File: src/rtl/centroid_tracker.sv
// centroid_tracker: per-frame blob centroid, bounding box and pixel count from a binary mask
module centroid_tracker #(
  parameter int FRAME_WIDTH  = 640,
  parameter int FRAME_HEIGHT = 480,
  parameter int MIN_PIXELS   = 16
) (
  input  logic        clk,
  input  logic        rst,
  input  logic        enable,
  input  logic [9:0]  draw_x,
  input  logic [9:0]  draw_y,
  input  logic        vde,
  input  logic        mask_in,
  output logic [9:0]  centroid_x,
  output logic [9:0]  centroid_y,
  output logic        centroid_valid,
  output logic [9:0]  bbox_min_x,
  output logic [9:0]  bbox_min_y,
  output logic [9:0]  bbox_max_x,
  output logic [9:0]  bbox_max_y,
  output logic [18:0] pixel_count,
  output logic        frame_update,
  output logic        busy
);
  typedef enum logic [1:0] {ACCUM, DIV_X, DIV_Y, PUBLISH} state_t;
  state_t state;
  logic [18:0] count, snap_count, nx_count;
  logic [27:0] sum_x, sum_y, snap_sum_x, snap_sum_y, nx_sum_x, nx_sum_y, rem, shifted;
  logic [9:0]  min_x, min_y, max_x, max_y, nx_min_x, nx_min_y, nx_max_x, nx_max_y;
  logic [9:0]  snap_min_x, snap_min_y, snap_max_x, snap_max_y, qx, qy;
  logic [3:0]  bit_i;
  logic        hit, fe, ge, empty;
  always_comb begin
    hit      = vde && enable && mask_in;
    fe       = vde && draw_x == 10'(FRAME_WIDTH - 1) && draw_y == 10'(FRAME_HEIGHT - 1);
    nx_count = count + 19'(hit);
    nx_sum_x = sum_x + (hit ? 28'(draw_x) : 28'd0);
    nx_sum_y = sum_y + (hit ? 28'(draw_y) : 28'd0);
    nx_min_x = hit && draw_x < min_x ? draw_x : min_x;
    nx_min_y = hit && draw_y < min_y ? draw_y : min_y;
    nx_max_x = hit && draw_x > max_x ? draw_x : max_x;
    nx_max_y = hit && draw_y > max_y ? draw_y : max_y;
    empty    = snap_count == 19'd0;
    shifted  = {9'd0, snap_count} << bit_i;
    ge       = !empty && rem >= shifted;
    busy     = state != ACCUM;
  end
  always_ff @(posedge clk) begin
    if (rst) begin
      state <= ACCUM;
      {count, sum_x, sum_y, max_x, max_y} <= '0;
      {min_x, min_y} <= '1;
      {snap_count, snap_sum_x, snap_sum_y, snap_min_x, snap_min_y, snap_max_x, snap_max_y} <= '0;
      {rem, bit_i, qx, qy} <= '0;
      {centroid_x, centroid_y, centroid_valid, pixel_count, frame_update} <= '0;
      {bbox_min_x, bbox_min_y, bbox_max_x, bbox_max_y} <= '0;
    end else begin
      frame_update <= 1'b0;
      // a frame end always restarts accumulation, even if the divider is still busy
      count <= fe ? '0 : nx_count;
      sum_x <= fe ? '0 : nx_sum_x;
      sum_y <= fe ? '0 : nx_sum_y;
      min_x <= fe ? '1 : nx_min_x;
      min_y <= fe ? '1 : nx_min_y;
      max_x <= fe ? '0 : nx_max_x;
      max_y <= fe ? '0 : nx_max_y;
      case (state)
        ACCUM: if (fe) begin
          snap_count <= nx_count;
          snap_sum_x <= nx_sum_x;
          snap_sum_y <= nx_sum_y;
          snap_min_x <= nx_min_x;
          snap_min_y <= nx_min_y;
          snap_max_x <= nx_max_x;
          snap_max_y <= nx_max_y;
          rem        <= nx_sum_x;
          bit_i      <= 4'd9;
          state      <= DIV_X;
        end
        DIV_X, DIV_Y: begin
          if (state == DIV_X) qx[bit_i] <= ge;
          else qy[bit_i] <= ge;
          rem   <= state == DIV_X && bit_i == 4'd0 ? snap_sum_y : ge ? rem - shifted : rem;
          bit_i <= bit_i == 4'd0 ? 4'd9 : bit_i - 4'd1;
          if (bit_i == 4'd0) state <= state == DIV_X ? DIV_Y : PUBLISH;
        end
        default: begin
          centroid_x     <= qx;
          centroid_y     <= qy;
          pixel_count    <= snap_count;
          centroid_valid <= snap_count >= 19'(MIN_PIXELS);
          bbox_min_x     <= empty ? '0 : snap_min_x;
          bbox_min_y     <= empty ? '0 : snap_min_y;
          bbox_max_x     <= empty ? '0 : snap_max_x;
          bbox_max_y     <= empty ? '0 : snap_max_y;
          frame_update   <= 1'b1;
          state          <= ACCUM;
        end
      endcase
    end
  end
endmodule

File: config.mk
export PLATFORM = sky130hd
export DESIGN_NAME = centroid_tracker
export DESIGN_NICKNAME = d
export VERILOG_FILES = /design/src/rtl/centroid_tracker.sv
export SDC_FILE = /design/constraint.sdc
export NUM_CORES = 1
export LEC_CHECK = 0
export ABC_AREA = 1
export BUFFER_PORTS_ARGS = -buffer_cell sky130_fd_sc_hd__buf_2
export CAP_MARGIN = 20
export CELL_PAD_IN_SITES_DETAIL_PLACEMENT = 0
export CELL_PAD_IN_SITES_GLOBAL_PLACEMENT = 1
export CORE_AREA = 2 2 202 204
export CTS_CLUSTER_SIZE = 16
export DETAILED_ROUTE_END_ITERATION = 10
export DIE_AREA = 0 0 204 206
export PLACE_DENSITY_LB_ADDON = 0.1
export SYNTH_ARGS = -nofsm -noshare
export SYNTH_HDL_FRONTEND = slang
export SYNTH_SLANG_ARGS = --single-unit
File: constraint.sdc
create_clock -name clk -period 4.47 [get_ports clk]
set_input_delay 0.6705 -clock clk [delete_from_list [all_inputs] [get_ports clk]]
set_output_delay 0.6705 -clock clk [all_outputs]
set_load 0.01 [all_outputs]
# Yosys cells after proc, flatten, opt, wreduce, memory -nomap -nowiden
# Index checks and enable logic that the tools add are counted.
# word_totals
ff_bits,337
latch_bits,0
ramBits,0
romBits,0
output_inout_bits,82
wordCells,101
n_memories,0
# op_classes
add_sub_neg,5
mul,0
div_mod_pow,0
magnitude_cmp,8
eq_ne,7
n_shift,1
n_mux,26
bitwise,1
reduce_logical,26
# ops
cell,count
two-way mux 10 bit,10
two-way mux 28 bit,3
adder 28 x 10 -> 28 bit,2
case mux 28 bit (2 select lines),1
greater-or-equal comparator 28 bit,1
<< shifter 19 x 4 -> 28 bit,1
subtractor 28 bit,1
bitwise mux 10 bit,2
greater-than comparator 10 bit,2
< comparator 10 bit,2
adder 19 x 1 -> 19 bit,1
"greater-or-equal comparator 19 x 5 -> 1 bit, second input constant",1
zero test 19 bit,1
logical AND 1 bit,11
"== test 10 bit, second input constant",1
"== test 10 x 9 -> 1 bit, second input constant",1
AND reduction 2 bit,5
two-way mux 4 bit,2
case mux 4 bit (2 select lines),1
"< comparator 4 x 5 -> 1 bit, second input constant",1
demux 1 bit (select 4 bit),1
"greater-or-equal comparator 4 x 1 -> 1 bit, second input constant",1
zero test 4 bit,1
two-way mux 2 bit,2
14 further kinds,19

# Longest topological paths before layout
# logic_depth
word_depth,6
mapped_depth,26
ltp_nobuf,24

# Worst setup path before layout
# Ideal clock, no wire load.
# synth_path
path_kind,input port to flip-flop
startpoint,in vde
endpoint,reg rem[10]
setup_ps,113
t_arrival_ps,3064
required_time_ps,4357
path_slack_ps,1293
stages,17
path_buffers,2
path_cell_list,nand3_1 clkbuf_1 clkbuf_1 nor2_1 ha_1 fa_1 nand3_1 nand2_1 nand3_1 nand2_1 nand2_1 nand2_1 or2_2 nand3_1 nand2_1 nor2_1 nor2_1
# synth_between
elab_chain_cells,6
word_cells_on_any_way,10
classes_between,1 x add/sub; 1 x eq/ne; 3 x mux; 5 x reduce/logical
# synth_lines
element,line_no,rtl
from (decl),12,"input logic vde,"
logical AND 1 bit (2 in series),34,hit = vde && enable && mask_in;
two-way mux 10 bit,37,nx_sum_x = sum_x + (hit ? 28'(draw_x) : 28'd0);
adder 28 x 10 -> 28 bit,37,
two-way mux 28 bit,68,ACCUM: if (fe) begin
case mux 28 bit (2 select lines),67,case (state)
to (signal assigned),76,rem <= nx_sum_x;
to (signal assigned),83,rem <= state == DIV_X && bit_i == 4'd0 ? snap_sum_y : ge ? rem - shifted : rem;
to (decl),28,"logic [27:0] sum_x, sum_y, snap_sum_x, snap_sum_y, nx_sum_x, nx_sum_y, rem, shifted;"
# Parallel ways exist; a longest one is shown, timed or not. The select of a mux whose other input is x is not followed.
# A chain may end at the register's enable or synchronous reset.

# Final worst setup path
# layout_path
startpoint,reg bit_i[0]
endpoint,reg rem[27]
# layout_between
elab_chain_cells,5
word_cells_on_any_way,11
classes_between,1 x add/sub; 1 x order compare; 1 x eq/ne; 1 x shift; 3 x mux; 4 x reduce/logical
# layout_lines
element,line_no,rtl
from (decl),31,logic [3:0] bit_i;
from (signal assigned),84,bit_i <= bit_i == 4'd0 ? 4'd9 : bit_i - 4'd1;
<< shifter 19 x 4 -> 28 bit,44,"shifted = {9'd0, snap_count} << bit_i;"
subtractor 28 bit or greater-or-equal comparator 28 bit (tied branches),"83, 45",
two-way mux 28 bit or logical AND 1 bit (tied branches),"83, 45",
two-way mux 28 bit or inequality test 3 bit (tied branches),--,
case mux 28 bit (2 select lines) or AND reduction 3 bit (tied branches),--,
# Parallel ways exist; a longest one is shown, timed or not. The select of a mux whose other input is x is not followed.

==> impl_results.md <==
- Starting Density: 47.1%
- Post-CTS sizing: 0
- # DRC: 0
- Post-Place Cells: 3412
- TritonCTS Buffers: 38
- Sequential area share after synthesis: 35.6%
- Met1 Use GR: 38.1%
- Worst Clk Skew: 0.0110 ns
- Area grow syn2layout: 11.5%
- Die Ht: 206 um
- Gp weighted congestion: 0.971
- Vias: 18076
- Max IR drop VDD: 0.452 mV
- Syn Inst Count: 2868
- Final cell count without fillers: 3476
- Final Slew Violations: 0
- Antenna viol nets, final: 0
- Main combinational cell family by area after synthesis: simple AND/OR/NAND/NOR gates
- Type of origin of the critical path: register
- Worst hold path class: in -> reg
- Initial DRT Pass Iterations: 6
- RR Startpoint: bit_i[0]
- Overflow after GRT: 0
- GRT Total Usage: 27.2%
- Pleak: 10.4 nW
- Maxcap violations: 0
- RSZ-0062 raised after global routing: no
- # rows: 74
- Die outline area: 0.0420 mm^2
- Total negative slack: 0 ns
- HPWL Detailed: 43.5 mm
- Routed Wire Length: 57.7 mm
- Share of cells above drive strength 1: 7.81%
- Global route hottest layer: met2
- CTS tree: built
- Fin crit share: 90.1%
- Setup bufs post-CTS: 0
- Drt wl/cell: 16.6 um
- Syn nets: 2989
- Post-synth ARST share: 0%
- Crit Path Category: reg -> reg
- Critical Path End Type: register
- Crit path required time: 4.91 ns
- Crit-path max FO: 41
- PwrDens: 652 mW/mm^2
- Synth area leaders: dfxtp_1 (36%), nand2_1 (14%), inv_1 (8.0%)
- Root Driver: clkbuf_16
- Clock sink count: 337
- Synth Register Bits: 337
- Port buffer count: 106
- Synth Area in Compound Gates: 15.8%
- Post-cts hold buffer count: 0
- Final hold vios: 0
- Yosys warns: 0
- Synth top area share: 35.6%
- Run status: finished clean
- Synthesized area per cell: 6.60 um^2
- Setup crit start: bit_i[0]
- Worst r2r path cells: 17
- # diodes: 0
- Relative slew slack: 36.7%
- Simple-Gate Fraction of Synth Area: 28.5%
- Post-synth EDFFs: 0
- Vias per std cell: 5.20
- Clk_lat worst skew: 0.55 ns
- Reg2reg setup slack: 0.44 ns
- Initial antenna violation count: 0
- Worst EP arrival: 4.47 ns
- Setup slack after layout: 0.444 ns
- Netlist cell types: 47
- Cell taking the most area after synthesis: dfxtp_1
- H-tree depth: 2
- Top FF cell, synth: dfxtp_1
- # IOs: 107
- Worst hold slack: 0.456 ns
- Cell area after synthesis: 0.0189 mm^2
- Mux cell area share after synthesis: 0.793%
- Largest net degree at the start of global routing: 88
- Synth Area in XOR/XNOR: 1.90%
- Fmax: 0.248 GHz
- Final nets: 3041
- Vias in the first global route: 16853
- Clock Tree Buf Depth: 3
- Adder-Cell Fraction of Synth Area: 6.46%
- CP Capture Point: rem[27]
- DRT iter0 DRCs: 1200
- Reg2reg end: rem[27]
- Worst-margin pin slew: 0.945 ns
- First-pass GRT wire length: 90.5 mm
- Core area: 0.0402 mm^2
- Met3 track demand over resource: 4.12%
- Global Route met2 Usage: 43.5%
- Worst-path clk slew: 0.06 ns
- Pre-CTS WS: 0.415 ns
- Fin crit period: 4.03 ns
- Final setup viols: 0
- Die X: 204 um
==> synth_stat cells (3+ instances only) <==
library cell and count:
a21boi_0 4, a21o_1 7, a21oi_1 229, a22oi_1 5, buf_1 4, buf_2 29, buf_4 5, clkbuf_1 80
dfxtp_1 337, fa_1 3, ha_1 93, inv_1 403, inv_2 8, mux2i_1 15, nand2_1 692, nand3_1 210
nand3b_1 9, nand4_1 29, nor2_1 288, nor2_2 6, nor3_1 20, nor4_1 5, o211ai_1 26, o21a_1 32
o21ai_0 235, o21ai_1 4, o22ai_1 3, or2_1 9, or2_2 12, xnor2_1 24, xor2_1 17
==> critical path, cell delays in order (launching register included) <==
cell     delay (ns)
dfxtp_1        0.50
buf_4          0.32
o21ai_0        0.14
o21ai_0        0.40
o21ai_0        0.20
or2_2          0.31
ha_1           0.37
nand2_1        0.14
nor2_1         0.22
nand3_1        0.11
nand3_1        0.14
nand2_1        0.07
nand3_1        0.11
nand2_2        0.10
nand2_4        0.20
nand2_4        0.27
nor2_1         0.22
nor2_1         0.06
==> routing by layer <==
metal	up-vias	wire, um
met4	0	1540
met3	83	2770
met5	-	0
li1	9325	-
met1	8269	27800
met2	399	25700
==> area by class of cell <==
type                            count  area, um^2
Multi-Input combinational cell   1998       10100
Inverter                          413        1550
Timing Repair Buffer              132         738
Clock buffer                       46        1050
Clock inverter                     18         229
Tap cell                          532         666
Sequential cell                   337        6750
Fill cell                        4085       19100
==> metrics by stage <==
step / instance area, um^2 / power, mW / utilization, %
floorplan: 18900 / 8.32 / -
global placement: 19800 / 10.5 / 49.3
detailed placement: 19800 / 10.4 / 49.3
CTS: 21100 / 13.7 / 52.5
global route: 21100 / 14.8 / 52.5
finish: 21100 / 13.8 / 52.5
==> power breakdown <==
group	total, mW	leakage, nW	switching (mW)	internal (mW)
Clock	3.24	0.624	1.32	1.92
Combinational	7.04	7.05	4.93	2.12
Sequential	3.48	2.73	0.214	3.26
Total	13.8	10.4	6.46	7.30
==> layout by cell type, fill, tap and decap left out, types with 7 or more instances in the layout <==
master	count
a21o_1	7
a21oi_1	229
buf_2	106
buf_4	25
clkbuf_16	39
dfxtp_1	336
ha_1	92
inv_1	402
inv_2	8
mux2i_1	15
nand2_1	692
nand3_1	210
nand3b_1	9
nand4_1	29
nor2_1	288
nor3_1	20
o211ai_1	26
o21a_1	32
o21ai_0	235
or2_1	9
or2_2	12
xnor2_1	24
xor2_1	17
==> flip-flops by register name, summed over array words and instances, names as in the netlist, 19 cells and up <==
signal	cells
pixel_count	19
sum_y	28
snap_sum_y	28
snap_count	19
rem	28
count	19
sum_x	28
==> logic make-up after synthesis <==
group           after synthesis
buf+inv                     533
xor+xnor                     41
fa+ha+maj                    96
compound gates              554
simple gates               1292
flops                       337
mux                          15
==> how the worst min path moves through the flow <==
stage,from,endpoint,slack [ns],cells past startpoint
floorplan,snap_min_x[0],bbox_min_x[0],0.44,2
global placement,snap_min_y[3],bbox_min_y[3],0.45,2
detailed placement,snap_max_y[3],bbox_max_y[3],0.45,2
CTS,draw_x[0],max_x[0],0.43,3
global route,draw_y[3],max_y[3],0.47,3
finish,draw_x[0],max_x[0],0.46,3
Note: power is estimated with default switching activity, not from simulation.
